--- config.mk ---
export PLATFORM = sky130hd
export DESIGN_NAME = alu8_sched
export DESIGN_NICKNAME = d
export VERILOG_FILES = /design/src/rtl/alu8_sched_pkg.sv /design/src/rtl/ALU_8bit.sv /design/src/rtl/alu8_op_decode.sv /design/src/rtl/alu8_sched.sv
export SDC_FILE = /design/constraint.sdc
export NUM_CORES = 1
export LEC_CHECK = 0
export CAP_MARGIN = 10
export CORE_MARGIN = 4
export CORE_UTILIZATION = 46
export CTS_CLUSTER_DIAMETER = 40
export CTS_CLUSTER_SIZE = 40
export DETAILED_ROUTE_END_ITERATION = 12
export PLACE_DENSITY = 0.73
export SYNTH_ARGS = -nofsm -noshare
export SYNTH_HDL_FRONTEND = slang
export SYNTH_HIERARCHICAL = 1
export SYNTH_SLANG_ARGS = --single-unit
--- constraint.sdc ---
create_clock -name clk -period 4.25 [get_ports clk]
set_input_delay 0.6375 -clock clk [delete_from_list [all_inputs] [get_ports clk]]
set_output_delay 0.6375 -clock clk [all_outputs]
set_load 0.01 [all_outputs]
--- src/rtl/alu8_sched_pkg.sv ---
// Shared types for the alu8_sched scheduler: opcodes, FSM states, ALU control word.
package alu8_sched_pkg;

    localparam int DATA_W = 8;

    typedef enum logic [2:0] {
        OP_AND  = 3'b000,
        OP_OR   = 3'b001,
        OP_ADD  = 3'b010,
        OP_SUB  = 3'b011,
        OP_SLT  = 3'b100,
        OP_NOR  = 3'b101,
        OP_NAND = 3'b110,
        OP_RSVD = 3'b111
    } alu_op_e;

    typedef enum logic [1:0] {
        IDLE = 2'd0,
        EXEC = 2'd1,
        RESP = 2'd2
    } sched_state_e;

    typedef struct packed {
        logic       ainvert;
        logic       binvert;
        logic [1:0] op;
    } alu_ctrl_t;

endpackage

--- src/rtl/ALU_8bit.sv ---
// 8-bit ripple-carry ALU: AND/OR/ADD/SLT on optionally inverted operands.
// Carry-in equals binvert; SLT uses sign xor overflow so it stays correct across overflow.
module ALU_8bit (
    input  logic [7:0] a,
    input  logic [7:0] b,
    input  logic       ainvert,
    input  logic       binvert,
    input  logic [1:0] op,
    output logic [7:0] result,
    output logic       zero,
    output logic       overflow
);
    logic [7:0] ax;
    logic [7:0] bx;
    logic [7:0] sum;
    logic [8:0] carry;
    logic       set;

    always_comb begin
        ax       = a ^ {8{ainvert}};
        bx       = b ^ {8{binvert}};
        carry    = '0;
        sum      = '0;
        carry[0] = binvert;
        for (int i = 0; i < 8; i++) begin
            sum[i]     = ax[i] ^ bx[i] ^ carry[i];
            carry[i+1] = (ax[i] & bx[i]) | (ax[i] & carry[i]) | (bx[i] & carry[i]);
        end
        overflow = carry[7] ^ carry[8];
        set      = sum[7] ^ overflow;
        case (op)
            2'b00:   result = ax & bx;
            2'b01:   result = ax | bx;
            2'b10:   result = sum;
            default: result = {7'b0, set};
        endcase
        zero = (result == 8'h00);
    end

endmodule

--- src/rtl/alu8_op_decode.sv ---
// Opcode to ALU control decode, with arithmetic and reserved-opcode flags.
module alu8_op_decode
    import alu8_sched_pkg::*;
(
    input  alu_op_e   op,
    output alu_ctrl_t ctrl,
    output logic      is_arith,
    output logic      is_rsvd
);
    always_comb begin
        ctrl     = '0;
        is_arith = 1'b0;
        is_rsvd  = 1'b0;
        case (op)
            OP_AND:  ctrl = '{ainvert: 1'b0, binvert: 1'b0, op: 2'b00};
            OP_OR:   ctrl = '{ainvert: 1'b0, binvert: 1'b0, op: 2'b01};
            OP_ADD: begin
                ctrl     = '{ainvert: 1'b0, binvert: 1'b0, op: 2'b10};
                is_arith = 1'b1;
            end
            OP_SUB: begin
                ctrl     = '{ainvert: 1'b0, binvert: 1'b1, op: 2'b10};
                is_arith = 1'b1;
            end
            OP_SLT:  ctrl = '{ainvert: 1'b0, binvert: 1'b1, op: 2'b11};
            OP_NOR:  ctrl = '{ainvert: 1'b1, binvert: 1'b1, op: 2'b00};
            OP_NAND: ctrl = '{ainvert: 1'b1, binvert: 1'b1, op: 2'b01};
            default: is_rsvd = 1'b1;
        endcase
    end

endmodule

--- src/rtl/alu8_sched.sv ---
// Two-requester scheduler in front of a single ALU_8bit instance.
// Define ALU8_SCHED_RR_EN for round-robin arbitration; fixed priority (req 0 wins) otherwise.
module alu8_sched
    import alu8_sched_pkg::*;
#(
    parameter int NREQ  = 2,
    parameter int CNT_W = 16
) (
    input  logic              clk,
    input  logic              rst_n,
    input  logic [NREQ-1:0]   req_valid,
    output logic [NREQ-1:0]   req_ready,
    input  logic [2:0]        req_op0,
    input  logic [2:0]        req_op1,
    input  logic [DATA_W-1:0] req_a0,
    input  logic [DATA_W-1:0] req_b0,
    input  logic [DATA_W-1:0] req_a1,
    input  logic [DATA_W-1:0] req_b1,
    output logic              rsp_valid,
    input  logic              rsp_ready,
    output logic              rsp_id,
    output logic [DATA_W-1:0] rsp_result,
    output logic              rsp_zero,
    output logic              rsp_ovf,
    output logic              rsp_err,
    output logic              busy,
    output logic [CNT_W-1:0]  ops_done
);
    sched_state_e state, state_nxt;
    logic [NREQ-1:0]          grant;
    logic                     sel_id;
    alu_ctrl_t                sel_ctrl;
    logic                     sel_arith;
    logic                     sel_rsvd;

    alu_ctrl_t                ctrl_p0;
    logic                     arith_p0;
    logic                     rsvd_p0;
    logic                     id_p0;
    logic signed [DATA_W-1:0] a_p0;
    logic signed [DATA_W-1:0] b_p0;

    logic [DATA_W-1:0]        alu_result;
    logic                     alu_zero;
    logic                     alu_ovf;

    function automatic logic [CNT_W-1:0] sat_inc(input logic [CNT_W-1:0] v);
        return (&v) ? v : v + 1'b1;
    endfunction

`ifdef ALU8_SCHED_RR_EN
    // prio names the requester that wins a tie; it flips away from each grantee.
    logic prio;

    always_comb begin
        grant = '0;
        if (req_valid[prio])
            grant[prio] = 1'b1;
        else if (req_valid[~prio])
            grant[~prio] = 1'b1;
    end

    always_ff @(posedge clk) begin
        if (!rst_n)
            prio <= 1'b0;
        else if (|req_ready)
            prio <= ~sel_id;
    end
`else
    always_comb begin
        grant    = '0;
        grant[0] = req_valid[0];
        grant[1] = req_valid[1] & ~req_valid[0];
    end
`endif

    assign req_ready = (rst_n && state == IDLE) ? grant : '0;
    assign sel_id    = grant[1];
    assign rsp_valid = (state == RESP);
    assign busy      = (state != IDLE);

    alu8_op_decode u_decode (
        .op       (alu_op_e'(sel_id ? req_op1 : req_op0)),
        .ctrl     (sel_ctrl),
        .is_arith (sel_arith),
        .is_rsvd  (sel_rsvd)
    );

    always_comb begin
        state_nxt = state;
        case (state)
            IDLE:    if (|req_ready) state_nxt = EXEC;
            EXEC:    state_nxt = RESP;
            RESP:    if (rsp_ready) state_nxt = IDLE;
            default: state_nxt = IDLE;
        endcase
    end

    always_ff @(posedge clk) begin
        if (!rst_n)
            state <= IDLE;
        else
            state <= state_nxt;
    end

    // p0: operands and decoded controls latched on request handshake
    always_ff @(posedge clk) begin
        if (|req_ready) begin
            ctrl_p0  <= sel_ctrl;
            arith_p0 <= sel_arith;
            rsvd_p0  <= sel_rsvd;
            id_p0    <= sel_id;
            a_p0     <= sel_id ? req_a1 : req_a0;
            b_p0     <= sel_id ? req_b1 : req_b0;
        end
    end

    ALU_8bit u_alu (
        .a        (a_p0),
        .b        (b_p0),
        .ainvert  (ctrl_p0.ainvert),
        .binvert  (ctrl_p0.binvert),
        .op       (ctrl_p0.op),
        .result   (alu_result),
        .zero     (alu_zero),
        .overflow (alu_ovf)
    );

    // p1: response registers captured at the end of EXEC
    always_ff @(posedge clk) begin
        if (!rst_n) begin
            rsp_id     <= 1'b0;
            rsp_result <= '0;
            rsp_zero   <= 1'b0;
            rsp_ovf    <= 1'b0;
            rsp_err    <= 1'b0;
        end else if (state == EXEC) begin
            rsp_id     <= id_p0;
            rsp_result <= rsvd_p0 ? '0 : alu_result;
            rsp_zero   <= rsvd_p0 ? 1'b1 : alu_zero;
            rsp_ovf    <= alu_ovf & arith_p0 & ~rsvd_p0;
            rsp_err    <= rsvd_p0;
        end
    end

    always_ff @(posedge clk) begin
        if (!rst_n)
            ops_done <= '0;
        else if (state == RESP && rsp_ready)
            ops_done <= sat_inc(ops_done);
    end

endmodule

==> summary.md, run 1 <==
| Metric | Value |
|---|---|
| HPWL Detailed | `5.16 mm` |
| IO Pins | `75` |
| Top-count cell post-synth | `dfxtp_1` |
| Final setup vio count | `1` |
| Fin worst setup slack | `-158 ps` |
| Fin. Hold Viols | `0` |
| Ys async rst share | `0%` |
| Routed WL | `6.57 mm` |
| Die area | `8400 sq um` |
| Vias in the first global route | `2,447` |
| Failing checks | `negative setup slack` |
| Synth cell count leaders | `dfxtp_1 (30), nand2_1 (27), inv_1 (26), edfxtp_1 (23)` |
| PortBufs | `74` |
| Setup TNS | `-158 ps` |
| Status | `finished, violations left` |
| Post-synth top flop | `dfxtp_1` |
| Largest net degree at the start of global routing | `24` |
| Top cells by area, synth | `edfxtp_1 (21%), dfxtp_1 (19%), mux2_2 (6.6%)` |
| Sink Count | `53` |
| Synth warn | `6` |
| Slew margin rel. | `46.7%` |
| H-tree depth | `2` |
| Number of synthesized flops with an enable pin | `23` |
| Worst Max-Slew Pin Slew | `792 ps` |
| Final worst-path cycle share | `104%` |
| Fmax | `about 230 MHz` |
| # Max-Cap Violations | `0` |
| Worst Path Max Fanout | `4` |
| Tot GR Track Use | `15.9%` |
| Worst r2r dst | `rsp_zero$_SDFFE_PN0N_` |
| Height of the die | `91.6 microns` |
| First-pass GRT wire length | `11.1 mm` |
| WP data arrival | `about 4600 ps` |
| CTS Buf Count | `5` |
| R2R setup slack | `-160 ps` |
| Pleak | `1.63 nW` |
| Fin util | `62.7%` |
| Cell Area, Synth | `3220 sq um` |
| DR iter-0 viols | `70` |
| Crit path from | `ctrl_p0[3]$_DFFE_PP_` |
| VDD IR-drop max | `0.154 mV` |
| DRC | `0` |
| Synth unique cells | `between 50 and 60` |
| RePlAce Congestion | `0.824` |
| Crit path kind | `flip-flop to flip-flop` |
| Origin of the critical flop-to-flop path | `ctrl_p0[3]$_DFFE_PP_` |
| Mapped Cells | `~320` |
| Register bit total from synthesis | `between 50 and 60` |
| Via Count | `2,535` |
| DR vias/cell | `5.08` |
| Row count | `30` |
| Crit path capture | `rsp_zero$_SDFFE_PN0N_` |
| Reg clk slew, reported paths | `approximately 100 ps` |
| Routed Antenna Nets | `0` |
| Synth top area share | `21.5%` |
| Initial antenna violation count | `0` |
| TritonRoute pass-1 iters | `4` |
| P&R area growth vs syn | `32.3%` |
| Final Power | `1.25 mW` |
| R2R depth | `17` |
| Layout cells sized above 1 | `14.6%` |
| RSZ-0062 raised after global routing | `yes` |
| Slew Viols, Final | `0` |
| Max clock buf depth | `2` |
| Hold crit path type | `flip-flop to flip-flop` |
| # diodes | `0` |
| Clock Latency Late Sink | `310 ps` |
| Postcts setup bufs | `0` |
| Post-CTS sizing | `0` |
| Yosys top cell by area | `edfxtp_1` |
| Seq/Total Area, Yosys | `40.1%` |
| Chip Width | `just over 90 microns` |
| Worst hold slack | `451 ps` |
| Syn Area/Cell | `10.0 sq um` |
| Post-layout min period | `4410 ps` |
| PwrDens | `293 nW/um^2` |
| Crit start category | `flip-flop` |
| Req. time, crit path | `roughly 4500 ps` |
| Fillers | `579` |
| CTS tree | `done` |
| Layout Nets | `470` |
| Initial Utilization | `47.4%` |
| Average wire per standard cell | `13.2 microns` |
| Clock skew | `11.8 ps` |
| Synth Net Count | `389` |
| Clk root buf | `clkbuf_8` |
| CP Capture Type | `flip-flop` |
| GR Overflow Total | `0` |
| Core area | `6790 sq um` |
-- metrics by stage --
step | setup slack (ps) | std cells | instance area [sq um]
2_1_floorplan | 0.513 | 321 | 3270
3_3_place_gp | -122 | 491 | 4160
3_5_place_dp | -230 | 491 | 4160
4_1_cts | -181 | 499 | 4260
5_1_grt | -404 | 499 | 4260
6_report | -158 | 499 | 4260
-- worst min path at each step --
stage	from	end	slack, ps	depth (start not counted)
floorplan	id_p0$_DFFE_PP_	rsp_id$_SDFFE_PN0N_	470	2
global placement	rsp_result[1]$_SDFFE_PN0N_	rsp_result[1]$_SDFFE_PN0N_	440	2
detailed placement	rsp_result[1]$_SDFFE_PN0N_	rsp_result[1]$_SDFFE_PN0N_	440	2
CTS	rsp_result[1]$_SDFFE_PN0N_	rsp_result[1]$_SDFFE_PN0N_	460	2
global route	rsp_err$_SDFFE_PN0N_	rsp_err$_SDFFE_PN0N_	480	2
finish	rsp_result[0]$_SDFFE_PN0N_	rsp_result[0]$_SDFFE_PN0N_	450	2
-- critical path, cell delays in order, from the launching register on --
cell	delay [ps]
edfxtp_1	520
xnor2_4	180
a21oi_2	160
fa_2	210
fa_1	160
inv_1	50
fa_2	350
fa_2	360
fa_2	370
fa_2	380
inv_2	80
fa_1	410
mux2i_1	150
o22ai_1	110
or4_1	500
nor4_2	140
nor3_1	70
nor3_1	130
-- flip-flops by register name (all words and copies together), names as in the netlist --
name / count
ops_done: 16
a_p0: 8
b_p0: 8
rsp_result: 8
ctrl_p0: 4
state: 2
arith_p0: 1
id_p0: 1
rsp_err: 1
rsp_id: 1
rsp_ovf: 1
rsp_zero: 1
rsvd_p0: 1
-- final cells by class --
type                            count  area (sq um)  area share [%]
Multi-Input combinational cell    228          1810            42.5
Tap cell                           96           120            2.82
Clock inverter                      3          23.8           0.558
Sequential cell                    53          1290            30.3
Inverter                           26          97.6            2.29
Timing Repair Buffer               88           846            19.9
Clock buffer                        5          68.8            1.62
-- power by group --
part	switching [mW]	total, mW	internal, mW	leakage, nW
clock	0.179	0.299	0.120	0.0491
sequential	0.0255	0.590	0.565	0.460
combinational	0.169	0.360	0.191	1.12
total	0.373	1.25	0.875	1.63
-- what timing repair did --
item / in CTS / in global routing
pin swaps: 4 / 0
endpoints found under the setup margin: 1 / 1
hold buffers: 0 / 0
-- metal layers --
layer	share of wire [%]	GRT usage (%)
met5	0	0
met2	47	26.1
met1	47	21.4
met4	0.99	4.15
met3	5.1	3.20
-- logic make-up (layout without fill, tap and decap cells) --
kind of cell             Yosys count  in the layout  synth area share [%]
AO/OA/AOI/OAI                     47             47                  8.83
buffers and inverters             40            122                  5.05
AND/OR/NAND/NOR                  106            106                  18.9
multiplexers                      31             31                  10.4
adder cells (fa/ha/maj)           25             25                  11.6
flip-flops                        53             53                  40.1
XOR/XNOR                          19             19                  5.17
-- cells in the final DEF, fill, tap and decap left out, drive strengths merged, types with 2 or more instances in the layout --
cell type	instances
nor2b	6
nand2b	8
nand3	6
inv	28
nor4	6
o22ai	5
xor2	14
xnor2	5
edfxtp	23
and2b	2
mux2i	12
mux2	19
ha	17
nand2	27
o31ai	3
and3	4
dfxtp	30
or4	3
buf	14
clkdlybuf4s50	74
o31a	2
nand4	5
clkbuf	5
or2	2
fa	8
nand3b	9
o21ai	9
a21oi	19
nor2	14
or3	4
nor3	6
(Power assumes the default switching activity.)
==> inputs of run 2 (changes only) <==
Settings changed: CORE_UTILIZATION 46 to 45, PLACE_DENSITY 0.73 to 0.72, SYNTH_HIERARCHICAL 1 to default.
==> run 2 against run 1 <==
Net effect: the flow now finishes without violations; total power decreased by 4.3%; die area increased by 0.69%; global-route usage decreased by 0.20 points; final area decreased by 4.0%; wire length decreased by 1.5%; synthesized cell count decreased by 0.62%; count of clock-buffer cells in the layout increased by 3; critical path type unchanged.
==> summary.md, run 2 <==
| Metric | Value |
|---|---|
| Synth cell count leaders | `dfxtp_1 (30), inv_1 (27), nor2_1 (26), edfxtp_1 (23), nand2_1 (18)` |
| Internal power | `859 uW (-1.9%)` |
| # Max-Cap Violations | `0 (unchanged)` |
| First-pass GRT wire length | `11.1 mm (-0.13%)` |
| Placed Cells | `478 (-2.6%)` |
| Fillers | `620 (+7.1%)` |
| Number of synthesized flops with an enable pin | `23 (unchanged)` |
| Crit path kind | `flip-flop to flip-flop` |
| Req. time, crit path | `4490 ps (about the same)` |
| RePlAce Congestion | `0.809 (-1.8%)` |
| Synth Net Count | `385 (-1.0%)` |
| Sink Count | `53 (unchanged)` |
| Worst Path Buf+Inv | `3 (+1)` |
| CP Capture Type | `flip-flop` |
| VDD IR-drop max | `0.161 mV (+4.4%)` |
| Largest net degree at the start of global routing | `29 (+21%)` |
| Sw Share | `28.1% (-1.8 points)` |
| Top cells by area, synth | `edfxtp_1 (22%), dfxtp_1 (19%), ha_1 (6.7%)` |
| Top-count cell post-synth | `dfxtp_1` |
| Synth unique cells | `48 (-5.9%)` |
| Setup TNS | `0 ps (+158 ps)` |
| XOR/XNOR share of the synthesized area | `6.63% (+1.5 points)` |
| Vias in the first global route | `2,485 (+1.6%)` |
| Clk root buf | `clkbuf_8` |
| Clock Latency Late Sink | `300 ps (about the same)` |
| Slowest CP cell | `fa_1` |
| Yosys top cell by area | `edfxtp_1` |
| Chip Width | `92.0 microns (+0.34%)` |
| H-tree depth | `2 (unchanged)` |
| Postcts setup bufs | `0 (unchanged)` |
| Pleak | `1.54 nW (-5.1%)` |
| Register bit total from synthesis | `53 (unchanged)` |
| Initial antenna violation count | `0 (unchanged)` |
| Multiplexer area fraction after synthesis | `9.23% (-1.2 points)` |
| Crit start category | `flip-flop` |
| Layout Cells excl Fill | `486 (-2.6%)` |
| IO Pins | `75 (unchanged)` |
| PortBufs | `74 (unchanged)` |
| # diodes | `0 (unchanged)` |
| Routed Antenna Nets | `0 (unchanged)` |
| TritonRoute pass-1 iters | `4 (unchanged)` |
| Top reg by flops | `ops_done` |
| Most common cell after layout, fill and taps aside | `clkdlybuf4s50_1` |
| CP Cell Sequence | `buf_4 -> xnor2_1 -> inv_1 -> fa_1 -> fa_1 -> inv_1 -> fa_1 -> fa_1 -> fa_1 -> fa_1 -> xnor2_1 -> mux2i_1 -> o22ai_1 -> nor4b_1 -> a32o_1` |
| Largest register FFs | `16 (unchanged)` |
| CTS tree | `done` |
| Slowest stage delay, CP | `450 ps (-70 ps)` |
| Clock skew | `9.22 ps (-2.55 ps)` |
| Synthesized-area fraction occupied by adder cells | `10.5% (-1.1 points)` |
| Post-layout min period | `3930 ps (-477 ps)` |
| Mapped Cells | `319 (-0.62%)` |
| Via Count | `2,476 (-2.3%)` |
| Fin. Hold Viols | `0 (unchanged)` |
| Slew margin rel. | `53.2% (+6.5 points)` |
| PwrDens | `292 nW/um^2 (-0.31%)` |
| Multi-input logic area | `1710 sq um (-5.4%)` |
| Sw power | `335 uW (-10%)` |
| Layout Nets | `455 (-3.2%)` |
| Row count | `30 (unchanged)` |
| Worst Path Max Fanout | `7 (+3)` |
| Ys async rst share | `0% (unchanged)` |
| Slew Viols, Final | `0 (unchanged)` |
| Crit-path most repeated cell | `fa_1` |
| Post-CTS sizing | `0 (unchanged)` |
| Sequential standard cell area | `1290 sq um (unchanged)` |
| Syn Area/Cell | `9.94 sq um (-0.82%)` |
| CTS Buf Count | `5 (unchanged)` |
| P&R area growth vs syn | `28.8%` |
| RSZ-0062 raised after global routing | `no` |
| Layout cells sized above 1 | `9.23% (-5.4 points)` |
| Cell Area, Synth | `3170 sq um (-1.4%)` |
| Sequential fraction of design power | `49.0% (+1.7 points)` |
| Delay-heaviest family, CP | `adder cells` |
| Synth warn | `0 (-6)` |
| Core area | `6830 sq um (+0.55%)` |
| DRC | `0 (unchanged)` |
| Post-DP Area | `4000 sq um (-4.1%)` |
| Reg clk slew, reported paths | `90 ps (about the same)` |
| Main combinational cell family by area after synthesis | `simple AND/OR/NAND/NOR gates` |
| Most frequent cells in the layout | `clkdlybuf4s50_1 (74), dfxtp_1 (30), inv_1 (27), nor2_1 (26), edfxtp_1 (23)` |
| Worst Max-Slew Pin Slew | `701 ps (-91.4 ps)` |
| CTS hold repair buffers | `0 (unchanged)` |
| Height of the die | `92.0 microns (+0.34%)` |
| Seq/Total Area, Yosys | `40.7% (+0.59 points)` |
| Power share of the clock group | `23.9% (about the same)` |
| Die area | `8460 sq um (+0.69%)` |
| DR vias/cell | `5.09 (+0.29%)` |
| Average wire per standard cell | `13.3 microns (+1.1%)` |
| Initial Utilization | `46.4% (-0.94 points)` |
| DR iter-0 viols | `61 (-13%)` |
| Status | `finished clean` |
| Synth top area share | `21.8% (+0.31 points)` |
| Final Cell Area | `4090 sq um (-4.0%)` |
| Post-synthesis compound-gate area fraction | `12.1% (+3.3 points)` |
| Final worst-path cycle share | `92.5% (-11 points)` |
| Simple-gate area share of the yosys netlist | `15.4% (-3.5 points)` |
| Max clock buf depth | `2 (unchanged)` |
| Post-synth top flop | `dfxtp_1` |
| WP data arrival | `4170 ps (-470 ps)` |
| GR Overflow Total | `0 (unchanged)` |
| Hold crit path type | `flip-flop to flip-flop` |
| HPWL Detailed | `5.21 mm (+0.84%)` |
| Fin util | `59.8% (-2.9 points)` |
| Fmax | `254 MHz (+12%)` |
| Comb pwr share | `27.0% (-1.8 points)` |
| Final setup vio count | `0 (-1)` |
| Tot GR Track Use | `15.7% (-0.20 points)` |
| Routed WL | `6.47 mm (-1.5%)` |
-- run 2: cell types whose count changed in the layout (fill, tap and decap cells not counted), moves of 4 or more --
cell,previous run,this run
a22oi_1,0,5
buf_4,14,4
fa_2,5,0
nand2_1,27,18
nand3b_1,8,2
nand4_1,5,1
nor2_1,14,26
o21ai_0,8,4
xnor2_1,4,8
-- run 2: per-layer routing --
layer	part of all wire, %	global-route usage (%)	routed length (microns)	up-vias
met5	0	0	0	-
met2	50	28.2	3240	56
li1	-	-	-	1246
met4	1.1	4.33	71	0
met1	44	18.7	2860	1165
met3	4.5	3.61	294	9
-- run 2: tightest hold or removal path, stage by stage, from the launching register on --
cell,delay (ps)
dfxtp_1,320
nand2_1,50
a21oi_1,50
-- run 2: power groups by stage --
stage	Combinational (mW)	Clock, mW	Sequential, mW
5_1_grt	0.373	0.316	0.590
3_5_place_dp	0.327	0	0.598
4_1_cts	0.328	0.294	0.586
6_report	0.323	0.286	0.586
3_3_place_gp	0.315	0	0.597
2_1_floorplan	0.218	0	0.589
-- run 2: path summary, 6_finish.rpt --
| kind | startpoint | to | slack, ps | cells past startpoint |
|---|---|---|---|---|
| setup / recovery | ctrl_p0[3]$_DFFE_PP_ | rsp_zero$_SDFFE_PN0N_ | 320 | 15 |
| hold / removal | rsp_result[4]$_SDFFE_PN0N_ | rsp_result[4]$_SDFFE_PN0N_ | 470 | 2 |
| setup reg to reg | ctrl_p0[3]$_DFFE_PP_ | rsp_zero$_SDFFE_PN0N_ | 320 | 15 |
| hold reg to reg | rsp_result[4]$_SDFFE_PN0N_ | rsp_result[4]$_SDFFE_PN0N_ | 470 | 2 |
-- run 2: cell families after synthesis --
| logic type | after synthesis |
|---|---|
| flip-flops | 53 |
| buffers and inverters | 42 |
| adder cells (fa/ha/maj) | 23 |
| AO/OA/AOI/OAI | 57 |
| AND/OR/NAND/NOR | 94 |
| XOR/XNOR | 24 |
| multiplexers | 26 |
-- run 2: cell type report --
class,count,share of cell area [%]
Timing Repair Buffer,78,18.9
Tap cell,96,2.94
Multi-Input combinational cell,224,41.9
Clock buffer,8,2.21
Sequential cell,53,31.6
Inverter,27,2.48
-- run 2: per-stage QoR --
stage / setup slack [ps] / total power, mW / hold WS [ps]
global route: 43.8 / 1.28 / 493
detailed placement: 342 / 0.925 / 457
floorplan: 551 / 0.808 / 453
global placement: 486 / 0.912 / 449
finish: 319 / 1.19 / 467
CTS: 325 / 1.21 / 470
==> inputs of run 3 (changes only) <==
Settings changed: MAX_ROUTING_LAYER from default to met4.
==> run 3 against run 2 <==
Net effect: utilization unchanged; sequential share of layout area unchanged; non-clock buffer count unchanged; critical path type unchanged; critical endpoint unchanged; largest cell class unchanged.
==> summary.md, run 3 (synthesis gave the netlist of run 2 again) <==
| Metric | Value |
|---|---|
| Status | `finished clean` |
| Slew margin rel. | `53.3% (about the same)` |
| Postcts setup bufs | `0 (unchanged)` |
| RSZ-0062 raised after global routing | `no` |
| Initial Utilization | `46.4% (unchanged)` |
| Clk root buf | `clkbuf_8` |
| Worst r2r dst | `rsp_zero$_SDFFE_PN0N_` |
| GR Overflow Total | `0 (unchanged)` |
| WP data arrival | `4170 ps (about the same)` |
| Most common cell after layout, fill and taps aside | `clkdlybuf4s50_1` |
| Origin of the critical flop-to-flop path | `ctrl_p0[3]$_DFFE_PP_` |
| # Max-Cap Violations | `0 (unchanged)` |
| IO Pins | `75 (unchanged)` |
| Reg clk slew, reported paths | `90 ps (about the same)` |
| Max clock buf depth | `2 (unchanged)` |
| Fin worst setup slack | `320 ps (+1.10 ps)` |
| Final Power | `1.19 mW (about the same)` |
| RePlAce Congestion | `0.821 (+1.5%)` |
| Via Count | `2,468 (-0.32%)` |
| Die area | `8460 sq um (unchanged)` |
| Post-DP Area | `4000 sq um (unchanged)` |
| P&R area growth vs syn | `28.8% (unchanged)` |
| Final setup vio count | `0 (unchanged)` |
| Req. time, crit path | `4490 ps (about the same)` |
| Largest register FFs | `16 (unchanged)` |
| VDD IR-drop max | `0.160 mV (-0.39%)` |
| DR iter-0 viols | `75 (+23%)` |
| R2R depth | `15 (unchanged)` |
| CTS Buf Count | `5 (unchanged)` |
| CP Capture Type | `flip-flop` |
| PwrDens | `292 nW/um^2 (about the same)` |
| Final worst-path cycle share | `92.5% (about the same)` |
| Worst Path Max Fanout | `7 (unchanged)` |
| Hold path startpoint | `rsp_result[4]$_SDFFE_PN0N_` |
| Height of the die | `92.0 microns (unchanged)` |
| Initial antenna violation count | `0 (unchanged)` |
| Worst Max-Slew Pin Slew | `700 ps (-0.655 ps)` |
| TritonRoute pass-1 iters | `4 (unchanged)` |
| Slew Viols, Final | `0 (unchanged)` |
| Pre-CTS WS | `342 ps (unchanged)` |
| CTS tree | `done` |
| Fmax | `254 MHz (about the same)` |
| Hold crit path type | `flip-flop to flip-flop` |
| Hold path cells | `2 (unchanged)` |
| Top reg by flops | `ops_done` |
| Average wire per standard cell | `13.3 microns (-0.20%)` |
| Pleak | `1.54 nW (unchanged)` |
| Routed Antenna Nets | `0 (unchanged)` |
| Vias in the first global route | `2,486 (+0.040%)` |
| Largest net degree at the start of global routing | `29 (unchanged)` |
| Worst hold slack | `467 ps (-0.0970 ps)` |
| Crit path kind | `flip-flop to flip-flop` |
| Layout Nets | `455 (unchanged)` |
| PortBufs | `74 (unchanged)` |
| Final Cell Area | `4090 sq um (unchanged)` |
| Core area | `6830 sq um (unchanged)` |
| Hold-critical path endpoint | `rsp_result[4]$_SDFFE_PN0N_` |
| DRC | `0 (unchanged)` |
| Setup TNS | `0 ps (unchanged)` |
| Layout cells sized above 1 | `9.23% (unchanged)` |
| Most frequent cells in the layout | `clkdlybuf4s50_1 (74), dfxtp_1 (30), inv_1 (27), nor2_1 (26), edfxtp_1 (23)` |
| # diodes | `0 (unchanged)` |
| Clock Latency Late Sink | `300 ps (about the same)` |
| DR vias/cell | `5.08 (-0.32%)` |
| Routed WL | `6.45 mm (-0.20%)` |
| HPWL Detailed | `5.21 mm (unchanged)` |
| Sink Count | `53 (unchanged)` |
| Post-layout min period | `3930 ps (-1.10 ps)` |
| Tot GR Track Use | `16.1% (+0.42 points)` |
| Crit start category | `flip-flop` |
| Chip Width | `92.0 microns (unchanged)` |
| First-pass GRT wire length | `11.1 mm (about the same)` |
| Clock skew | `8.87 ps (-0.352 ps)` |
| Row count | `30 (unchanged)` |
| R2R setup slack | `320 ps (about the same)` |
| Post-CTS sizing | `0 (unchanged)` |
| CTS hold repair buffers | `0 (unchanged)` |
| Fin. Hold Viols | `0 (unchanged)` |
| H-tree depth | `2 (unchanged)` |
[run 3: cell counts in the layout (fill, tap and decap cells not counted)]
No cell type changed its count.
[run 3: worst max-delay path: stages (launching register included)]
cell	delay (ps)
edfxtp_1	420
buf_4	190
xnor2_1	150
inv_1	110
fa_1	220
fa_1	190
inv_1	50
fa_1	370
fa_1	390
fa_1	390
fa_1	450
xnor2_1	150
mux2i_1	150
o22ai_1	120
nor4b_1	320
a32o_1	210
[run 3: final cells by class]
cell class | instances | area, sq um
multi-input combinational | 224 | 1710
clock buffer | 8 | 90.1
timing repair buffer | 78 | 771
tap | 96 | 120
fill | 620 | 2750
sequential | 53 | 1290
inverter | 27 | 101
[run 3: report_power, final]
part / internal [mW] / switching [mW] / leakage (nW)
clock: 0.133 / 0.153 / 0.0455
combinational: 0.162 / 0.161 / 1.04
sequential: 0.564 / 0.0216 / 0.459
[run 3: how the worst max path moves through the flow]
stage,startpoint,to,slack [ps],cells past startpoint
after global routing,ctrl_p0[2]$_DFFE_PP_,rsp_zero$_SDFFE_PN0N_,50,13
after CTS,ctrl_p0[2]$_DFFE_PP_,rsp_zero$_SDFFE_PN0N_,330,13
after floorplan,ctrl_p0[3]$_DFFE_PP_,rsp_zero$_SDFFE_PN0N_,550,15
final,ctrl_p0[3]$_DFFE_PP_,rsp_zero$_SDFFE_PN0N_,320,15
after global placement,ctrl_p0[3]$_DFFE_PP_,rsp_zero$_SDFFE_PN0N_,490,15
after detailed placement,ctrl_p0[2]$_DFFE_PP_,rsp_zero$_SDFFE_PN0N_,340,13
[run 3: per-layer routing]
layer | GRT usage [%] | part of all wire [%]
met2 | 28.3 | 50
met3 | 3.61 | 4.5
met1 | 18.5 | 44
met5 | - | 0
met4 | 4.33 | 1.1
[run 3: per-stage QoR]
| step | utilization, % | std cells |
|---|---|---|
| CTS | 59.8 | 486 |
| floorplan | - | 319 |
| detailed placement | 58.5 | 478 |
| global placement | 58.5 | 478 |
| finish | 59.8 | 486 |
| global route | 59.8 | 486 |
